`src/rtl/pipe_stage_reg.sv`:
```
// rtl/pipe_stage_reg.sv - pipeline stage register with valid/ready handshake and stall counter.
// PIPE_STAGE_SKID_EN adds a skid entry so in_ready is registered.
module pipe_stage_reg #(
  parameter int CTRL_W = 4,
  parameter int DATA_W = 32,
  parameter int DST_W  = 5,
  parameter int CNT_W  = 16
) (
  input  logic              clk,
  input  logic              rst,
  input  logic              flush,
  input  logic              in_valid,
  output logic              in_ready,
  input  logic [CTRL_W-1:0] in_ctrl,
  input  logic [DATA_W-1:0] in_alu,
  input  logic [DATA_W-1:0] in_wdata,
  input  logic [DST_W-1:0]  in_dst,
  output logic              out_valid,
  input  logic              out_ready,
  output logic [CTRL_W-1:0] out_ctrl,
  output logic [DATA_W-1:0] out_alu,
  output logic [DATA_W-1:0] out_wdata,
  output logic [DST_W-1:0]  out_dst,
  output logic [CNT_W-1:0]  stall_cnt
);

  localparam int ENT_W = CTRL_W + 2 * DATA_W + DST_W;

  logic [ENT_W-1:0] in_ent;
  logic [ENT_W-1:0] out_ent;
  logic             accept;
  logic             drain;

  assign in_ent = {in_ctrl, in_alu, in_wdata, in_dst};
  assign {out_ctrl, out_alu, out_wdata, out_dst} = out_ent;

  assign accept = in_valid && in_ready && !flush;
  assign drain  = out_valid && out_ready;

`ifdef PIPE_STAGE_SKID_EN
  logic             skid_valid;
  logic [ENT_W-1:0] skid_ent;

  // Skid only ever fills while the output is stalled, so in_ready never sees out_ready.
  assign in_ready = !skid_valid;

  always_ff @(posedge clk) begin
    if (rst || flush) begin
      out_valid  <= 1'b0;
      out_ent    <= '0;
      skid_valid <= 1'b0;
      skid_ent   <= '0;
    end else if (!out_valid || drain) begin
      if (skid_valid) begin
        out_valid  <= 1'b1;
        out_ent    <= skid_ent;
        skid_valid <= 1'b0;
        skid_ent   <= '0;
      end else if (accept) begin
        out_valid <= 1'b1;
        out_ent   <= in_ent;
      end else begin
        out_valid <= 1'b0;
        out_ent   <= '0;
      end
    end else if (accept) begin
      skid_valid <= 1'b1;
      skid_ent   <= in_ent;
    end
  end
`else
  assign in_ready = !out_valid || out_ready;

  always_ff @(posedge clk) begin
    if (rst || flush) begin
      out_valid <= 1'b0;
      out_ent   <= '0;
    end else if (accept) begin
      out_valid <= 1'b1;
      out_ent   <= in_ent;
    end else if (drain) begin
      out_valid <= 1'b0;
      out_ent   <= '0;
    end
  end
`endif

  // Flush deliberately does not touch the counter; only rst clears it.
  always_ff @(posedge clk) begin
    if (rst) begin
      stall_cnt <= '0;
    end else if (out_valid && !out_ready && (stall_cnt != {CNT_W{1'b1}})) begin
      stall_cnt <= stall_cnt + {{(CNT_W-1){1'b0}}, 1'b1};
    end
  end

endmodule

```
`config.mk`:
```
export PLATFORM = sky130hd
export DESIGN_NAME = pipe_stage_reg
export DESIGN_NICKNAME = d
export VERILOG_FILES = /design/src/rtl/pipe_stage_reg.sv
export SDC_FILE = /design/constraint.sdc
export NUM_CORES = 1
export LEC_CHECK = 0
export CAP_MARGIN = 20
export CORE_ASPECT_RATIO = 1.1
export CORE_MARGIN = 1
export CORE_UTILIZATION = 43
export DETAILED_ROUTE_END_ITERATION = 12
export PLACE_DENSITY = 0.92
export SLEW_MARGIN = 20
export SYNTH_ARGS = -nofsm -noshare
export SYNTH_HDL_FRONTEND = slang
export SYNTH_SLANG_ARGS = --single-unit
```
`constraint.sdc`:
```
create_clock -name clk -period 3.15 [get_ports clk]
set_input_delay 0.63 -clock clk [delete_from_list [all_inputs] [get_ports clk]]
set_output_delay 0.63 -clock clk [all_outputs]
set_load 0.05 [all_outputs]
```
==> results.yml, run 1 <==
drt:
  final_antenna_net_count: 0
  vias_per_cell: 5.42
  wl_per_cell_um: 15.5
  via_count: 3322
  drt_iter0_drc: 153
  drtPass1Iterations: 4
  routed_wl_um: 9510
  drc: 0
critical_path:
  path_depth: 4
  path_cells: "clkdlybuf4s50_1 -> and2b_2 -> inv_2 -> buf_12"
  required_ns: 2.52
  r2r_slack_ns: 1.00
  cpPeakStageDelay_ns: 0.57
  crit_fanout: 12
  start_kind: "input port"
  cp.arrival_ns: 1.87
  slowest_stage: "clkdlybuf4s50_1"
  cp_top_family: "buffers and inverters"
  worstSetupPathType: "in -> out"
  crit_buf_inv: 3
  cp-end-kind: "output port"
  reg2regPathDepth: 5
cells_and_area:
  final_cells: 613
  finalInstanceArea_um2: 5270
  regArea_um2: 1800
  drive_above_1_share_pct: 6.30
  nNetsFinal: 584
  multi_input_area_um2: 1400
  nFillCells: 569
  syn_to_final_growth_pct: 57.7
  final_util_pct: 70.5
  antenna_cells: 0
clock_tree:
  root_buffer: "clkbuf_8"
  cts_tree: "done"
  htreeDepth: 3
  hold_buffers: 0
  clock_latency_ns: 0.34
  cts_resized: 0
  numCtsBuffers: 9
  post_cts_buffers: 0
  cts_buffer_depth: 2
  clk_pin_slew_ns: 0.08
  clkSinkCount: 90
sta:
  fin_crit_sh_pct: 79.3
  slew_headroom_pct: 38.6
  maxSlewViolCount: 0
  tns_ns: 0
  skew_ns: 0.00669
  tightestPinTransition_ns: 0.919
  rsz0062_at_grt: "false"
  timing_hold_violations_final: 0
  setup_viol: 0
  fin_crit_ns: 2.50
  clock.fmax_mhz: 400
synth:
  seq_area_frac_synth_pct: 54.0
  synth_seq_cells: 90
  yosysUniqueCellTypes: 45
  synth_nets: 428
  yosysWarnings: 0
  syn_inst: 349
  synth-main-ff-cell: "dfxtp_1"
  synthArstFlopShare_pct: 0
  syn_area_um2: 3340
  synth-edff-count: 0
  synth.avg_cell_area_um2: 9.57
global_routing:
  grt-ovfl-total: 0
  grt_max_degree: 75
  grt.total_usage_pct: 23.0
  grt_pass1_wl_um: 14800
  antenna_found_initial: 0
  grt_pass1_vias: 3183
place:
  dp_cells: 599
  port_buffers: 168
  placed_cell_area_um2: 5090
  place.gp.congestion: 0.817
  hpwl_um: 6630
floorplan:
  row_count: 33
  ios: 169
  die_area_um2: 8120
  initial_core_util_pct: 44.7
  die-width_um: 86.0
  die_y_um: 94.4
  coreArea_um2: 7470
power:
  irDropWorstVdd_mv: 0.236
  finalPower_mw: 2.24
  powerDensity_nw_per_um2: 424
  p_leak_nw: 1.81
min_path:
  min_path_type: "reg -> reg"
  hold_depth: 2
run:
  maxCapViolations: 0
run_status:
  outcome: "finished, final reports clean"
## final timing paths
path,startpoint,end
min reg2reg,out_ent[66],out_ent[66]
max reg2reg,out_valid,out_ent[35]
max,out_ready,in_ready
min,out_ent[66],out_ent[66]
## cells in the final DEF, fill, tap and decap left out, types with 3 or more instances in the layout
cell             count
nand4_1              4
clkdlybuf4s50_1    167
clkbuf_8             9
or4_1                5
nor2_1              79
o21ai_0              3
buf_12               3
o31ai_1              5
nand2_1              6
a21oi_1              9
dfxtp_1             90
or3_1                4
nand3_1              4
nor3_1               4
a22oi_1             73
## metrics by stage
step / hold slack, ns / setup slack (ns)
finish: 0.514 / 0.651
global route: 0.545 / 0.549
CTS: 0.520 / 0.666
detailed placement: 0.501 / 0.326
global placement: 0.488 / 0.357
floorplan: 0.703 / 1.18
## sequential cells by signal (all words and copies together), names as in the netlist
register,cells
out_ent,73
out_valid,1
stall_cnt,16
## cells by family (layout without fill, tap and decap cells)
family	after synthesis	after routing	share of synthesized area [%]
compound gates	100	100	21.5
fa+ha+maj	1	1	0.375
buf+inv	30	189	4.53
flops	90	90	54.0
mux	2	2	0.599
simple gates	126	126	19.0
## Yosys cell counts, types with 5 or more instances
cell type,instances,share of area (%)
dfxtp_1,90,54
nor2_1,79,8.9
a22oi_1,73,16
buf_2,15,2.2
a21oi_1,10,1.5
clkbuf_1,8,0.90
nand2_1,6,0.67
o31ai_1,5,1.1
or4_1,5,1.1
## report_power, final
group	internal (mW)	switching [mW]
Clock	0.358	0.378
Sequential	1.16	0.0128
Combinational	0.154	0.175
Total	1.67	0.565
## cell type report
cell class	instances	share of cell area [%]
inverter	3	0.214
clock buffer	11	2.49
multi-input combinational	229	26.6
tap	105	2.49
timing repair buffer	172	33.2
sequential	90	34.2
clock inverter	3	0.808
## metal layers
metal	routed length (um)	track usage [%]	up-vias	share of wire, %
li1	-	-	1588	-
met1	3690	25.7	1585	39
met2	4930	40.9	135	52
met3	688	7.52	14	7.2
met4	193	8.19	0	2.0
met5	0	0	-	0
## worst min-delay path, cell delays in order, from the launching register on
cell and delay [ns]:
dfxtp_1 0.33, a22oi_1 0.08, nor2_1 0.07
(Power assumes the default switching activity.)
==> inputs of run 2 (changes only) <==
--- a/config.mk
+++ b/config.mk
@@ -8,9 +8,9 @@
 export CAP_MARGIN = 20
 export CORE_ASPECT_RATIO = 1.1
 export CORE_MARGIN = 1
-export CORE_UTILIZATION = 43
+export CORE_UTILIZATION = 36
 export DETAILED_ROUTE_END_ITERATION = 12
-export PLACE_DENSITY = 0.92
+export PLACE_DENSITY = 0.83
 export SLEW_MARGIN = 20
 export SYNTH_ARGS = -nofsm -noshare
 export SYNTH_HDL_FRONTEND = slang
==> constraint.sdc (replaced) <==
create_clock -name clk -period 2.1 [get_ports clk]
set_input_delay 0.42 -clock clk [delete_from_list [all_inputs] [get_ports clk]]
set_output_delay 0.42 -clock clk [all_outputs]
set_load 0.05 [all_outputs]
==> run 2 against run 1 <==
Compared with the run above: register-to-register slack worse by 0.68 ns; first-iteration DRC count down 22%; via count down 0.24%; worst setup slack worse by 0.61 ns; worst hold slack worse by 0.0010 ns; power up 65%.
==> results.yml, run 2 (synthesis results as in run 1) <==
critical_path:
  r2r_slack_ns: 0.32
  r2r_end: "stall_cnt[14]"
  required_ns: 1.68
  cp-end-kind: "output port"
  start_kind: "flip-flop"
  r2r_start: "stall_cnt[0]"
  path_cells: "clkdlybuf4s50_1"
  cp.arrival_ns: 1.64
  crit_buf_inv: 1
  path_depth: 1
  crit_fanout: 6
  reg2regPathDepth: 5
  slowest_stage: "clkdlybuf4s50_1"
  cpPeakStageDelay_ns: 0.85
  cp_top_family: "buffers and inverters"
  worstSetupPathType: "reg -> out"
  crit_start: "stall_cnt[6]"
  endpoint: "stall_cnt[6]"
drt:
  drtPass1Iterations: 4
  vias_per_cell: 5.27
  final_antenna_net_count: 0
  drt_iter0_drc: 120
  routed_wl_um: 9720
  drc: 0
  via_count: 3314
  wl_per_cell_um: 15.5
clock_tree:
  hold_buffers: 0
  cts_tree: "done"
  cts_buffer_depth: 2
  root_buffer: "clkbuf_8"
  htreeDepth: 3
  clk_pin_slew_ns: 0.08
  numCtsBuffers: 9
  clock_latency_ns: 0.36
  clkSinkCount: 90
  post_cts_buffers: 0
place:
  hpwl_um: 6800
  placed_cell_area_um2: 5160
  port_buffers: 168
  place.gp.congestion: 0.790
cells_and_area:
  top_regs: "out_ent x73, stall_cnt x16, out_valid x1"
  drive_above_1_share_pct: 8.35
  layout_commonest_cell: "clkdlybuf4s50_1"
  final_util_pct: 60.8
  finalInstanceArea_um2: 5420
  antenna_cells: 0
  nNetsFinal: 590
  nFillCells: 771
  largest-register: "out_ent"
  largest_register_ffs: 73
  syn_to_final_growth_pct: 62.3
  final_cell_mix: "153 x clkdlybuf4s50_1, 90 x dfxtp_1, 79 x nor2_1, 73 x a22oi_1, 10 x clkbuf_8"
floorplan:
  coreArea_um2: 8920
  die-width_um: 93.8
  row_count: 36
  die_area_um2: 9670
  initial_core_util_pct: 37.4
  die_y_um: 103
  ios: 169
power:
  irDropWorstVdd_mv: 0.340
  p_comb_share_pct: 13.8
  power_switching_mw: 0.885
  sequentialPowerShare_pct: 47.7
  powerDensity_nw_per_um2: 679
  switching_share_pct: 24.1
  p_leak_nw: 2.06
  p_clk_share_pct: 38.4
  internal_power_mw: 2.79
run:
  maxCapViolations: 0
sta:
  fin_crit_sh_pct: 97.9
  clock.fmax_mhz: 486
  fin_crit_ns: 2.06
  tightestPinTransition_ns: 0.568
  maxSlewViolCount: 0
  setup_viol: 0
  slew_headroom_pct: 62.0
  skew_ns: 0.00438
  timing_hold_violations_final: 0
global_routing:
  grt-ovfl-total: 0
  antenna_found_initial: 0
  grt_max_degree: 48
  grt_pass1_wl_um: 14900
  grt.total_usage_pct: 19.8
  grt_pass1_vias: 3178
run_status:
  outcome: "finished, final reports clean"
min_path:
  min_path_type: "reg -> reg"
==> run 2: per-layer routing <==
layer | part of all wire (%) | track usage [%] | up-vias
li1 | - | - | 1601
met1 | 41 | 22.2 | 1584
met3 | 7.5 | 7.45 | 17
met2 | 50 | 33.6 | 112
met5 | 0 | 0 | -
met4 | 1.9 | 8.99 | 0
==> run 2: per-stage QoR <==
step	std cells	setup slack [ns]	setup TNS (ns)	hold slack, ns	total power, mW
2_1_floorplan	349	0.126	0	0.541	2.05
3_3_place_gp	614	-0.00827	-0.0454	0.487	2.30
3_5_place_dp	614	-0.0889	-1.29	0.501	2.30
4_1_cts	629	0.0000232	0	0.521	3.71
5_1_grt	629	-0.00451	-0.00451	0.546	3.82
6_report	629	0.0437	0	0.512	3.68
==> run 2: power by group through the flow <==
| stage | logic, mW | clock network [mW] | registers, mW |
|---|---|---|---|
| after global routing | 0.540 | 1.52 | 1.76 |
| after CTS | 0.512 | 1.45 | 1.76 |
| after floorplan | 0.143 | 0 | 1.90 |
| after global placement | 0.502 | 0 | 1.79 |
| final | 0.509 | 1.41 | 1.76 |
| after detailed placement | 0.510 | 0 | 1.80 |
==> run 2: worst min-delay path by stage <==
| stage | from | to | slack [ns] | cells after the start |
|---|---|---|---|---|
| floorplan | in_valid | out_valid | 0.54 | 2 |
| global placement | out_ent[10] | out_ent[10] | 0.49 | 2 |
| detailed placement | out_ent[14] | out_ent[14] | 0.50 | 2 |
| CTS | out_ent[70] | out_ent[70] | 0.52 | 2 |
| global route | out_ent[57] | out_ent[57] | 0.55 | 2 |
| finish | out_ent[70] | out_ent[70] | 0.51 | 2 |
==> run 2: area by class of cell <==
| class | instances | area (um2) | area share, % |
|---|---|---|---|
| Inverter | 3 | 13.8 | 0.254 |
| Clock buffer | 10 | 138 | 2.54 |
| Clock inverter | 5 | 103 | 1.89 |
| Tap cell | 114 | 143 | 2.63 |
| Timing Repair Buffer | 178 | 1820 | 33.5 |
| Sequential cell | 90 | 1800 | 33.2 |
| Multi-Input combinational cell | 229 | 1400 | 25.9 |
==> run 2: timing repair <==
item,4_1_cts,5_1_grt
gates cloned,0,0
gates resized for setup,3,10
endpoints found under the setup margin,3,10
==> inputs of run 3 (changes only) <==
--- a/config.mk
+++ b/config.mk
@@ -10,8 +10,9 @@
 export CORE_MARGIN = 1
 export CORE_UTILIZATION = 36
 export DETAILED_ROUTE_END_ITERATION = 12
+export GPL_TIMING_DRIVEN = 0
 export PLACE_DENSITY = 0.83
-export SLEW_MARGIN = 20
+export SLEW_MARGIN = 0
 export SYNTH_ARGS = -nofsm -noshare
 export SYNTH_HDL_FRONTEND = slang
 export SYNTH_SLANG_ARGS = --single-unit
==> constraint.sdc (replaced) <==
create_clock -name clk -period 1.86 [get_ports clk]
set_input_delay 0.372 -clock clk [delete_from_list [all_inputs] [get_ports clk]]
set_output_delay 0.372 -clock clk [all_outputs]
set_load 0.05 [all_outputs]
==> run 3 against run 2 <==
Compared with the run above: worst hold slack worse by 0.28 ns; cell count is 2.5% higher; largest cell class is now registers; highest routed layer unchanged; clock power hardly changed; non-clock buffer count is 15 higher; critical path type unchanged.
==> results.yml, run 3 (synthesis results as in run 1) <==
clock_tree:
  htreeDepth: 3
  cts_buffer_depth: 2
  clkSinkCount: 90
  clock_latency_ns: 0.35
  numCtsBuffers: 9
  cts_tree: "done"
  root_buffer: "clkbuf_8"
  hold_buffers: 0
  clk_pin_slew_ns: 0.10
power:
  irDropWorstVdd_mv: 0.486
  p_leak_nw: 2.30
  powerDensity_nw_per_um2: 748
  finalPower_mw: 3.93
drt:
  final_antenna_net_count: 0
  vias_per_cell: 5.20
  wl_per_cell_um: 15.3
  drt_iter0_drc: 131
  via_count: 3351
  drc: 0
  routed_wl_um: 9890
  drtPass1Iterations: 4
floorplan:
  initial_core_util_pct: 37.4
  die-width_um: 93.8
  ios: 169
  die_y_um: 103
  die_area_um2: 9670
  row_count: 36
  coreArea_um2: 8920
global_routing:
  antenna_found_initial: 0
  grt_pass1_wl_um: 15300
  grt.total_usage_pct: 20.4
  grt-ovfl-total: 0
  grt_pass1_vias: 3223
  grt_max_degree: 18
cells_and_area:
  final_cell_mix: "90 x dlygate4sd2_1, 88 x dfxtp_1, 79 x nor2_1, 75 x clkdlybuf4s50_1, 73 x a22oi_1"
  antenna_cells: 0
  layout_commonest_cell: "dlygate4sd2_1"
  largest-register: "out_ent"
  nNetsFinal: 605
  largest_register_ffs: 73
  top_regs: "out_ent x73, stall_cnt x16, out_valid x1"
  syn_to_final_growth_pct: 57.3
  drive_above_1_share_pct: 9.79
sta:
  setup_viol: 0
  clock.fmax_mhz: 563
  slew_headroom_pct: 62.9
  timing_hold_violations_final: 0
  fin_crit_ns: 1.78
  rsz0062_at_grt: "false"
  tightestPinTransition_ns: 0.557
  worst_slack_ns: 0.0822
  fin_crit_sh_pct: 95.6
  skew_ns: 0.0103
  maxSlewViolCount: 0
critical_path:
  cpPeakStageDelay_ns: 0.57
  worstSetupPathType: "reg -> out"
  path_cells: "dlygate4sd2_1"
  slowest_stage: "dlygate4sd2_1"
  cp-end-kind: "output port"
  start_kind: "flip-flop"
  r2r_slack_ns: 0.12
  crit_fanout: 8
  required_ns: 1.49
  cp_top_family: "buffers and inverters"
  crit_buf_inv: 1
  cp.arrival_ns: 1.41
place:
  place.gp.congestion: 0.825
  dp_slack_ns: -0.671
  hpwl_um: 7300
  port_buffers: 167
run_status:
  outcome: "finished, final reports clean"
min_path:
  min_path_type: "in -> reg"
run:
  maxCapViolations: 0
## run 3: cell type report
type	count	area (um2)
well taps	114	143
fillers	820	3670
inverters	3	11.3
multi-input cells	229	1390
flip-flops and latches	90	1800
plain buffers	26	136
clock inverters	7	83.8
clock buffers	9	124
repair buffers	167	1560
## run 3: path summary, 6_finish.rpt
path,start,to,depth (start not counted)
setup reg to reg,stall_cnt[0],stall_cnt[4],6
setup / recovery,stall_cnt[5],stall_cnt[5],1
hold / removal,rst,stall_cnt[14],2
hold reg to reg,stall_cnt[1],stall_cnt[1],2
## run 3: power breakdown
group | internal [mW] | switching, mW
Combinational | 0.240 | 0.302
Clock | 0.648 | 0.756
Sequential | 1.96 | 0.0193
Total | 2.85 | 1.08
## run 3: metrics by stage
| step | util [%] | hold slack (ns) | instances | cell area, um2 | setup TNS (ns) |
|---|---|---|---|---|---|
| final | 58.9 | 0.237 | 645 | 5250 | 0 |
| after global routing | 58.9 | 0.217 | 645 | 5250 | 0 |
| after CTS | 59.0 | 0.222 | 646 | 5260 | 0 |
| after detailed placement | 57.8 | 0.494 | 630 | 5160 | -42.18 |
| after global placement | 57.8 | 0.477 | 630 | 5160 | -37.60 |
| after floorplan | - | 0.493 | 349 | 3340 | 0 |
## run 3: metal layers
metal | share of wire (%) | GRT usage, % | up-vias
met2 | 52 | 37.3 | 114
met4 | 1.3 | 6.63 | 0
met5 | 0 | 0 | -
met3 | 8.0 | 7.08 | 11
li1 | - | - | 1640
met1 | 39 | 22.0 | 1586
## run 3: timing repair
item,in CTS,in global routing
gates cloned,0,0
buffers inserted,0,0
pin swaps,0,1
endpoints found under the setup margin,161,13
resized for setup,100,2
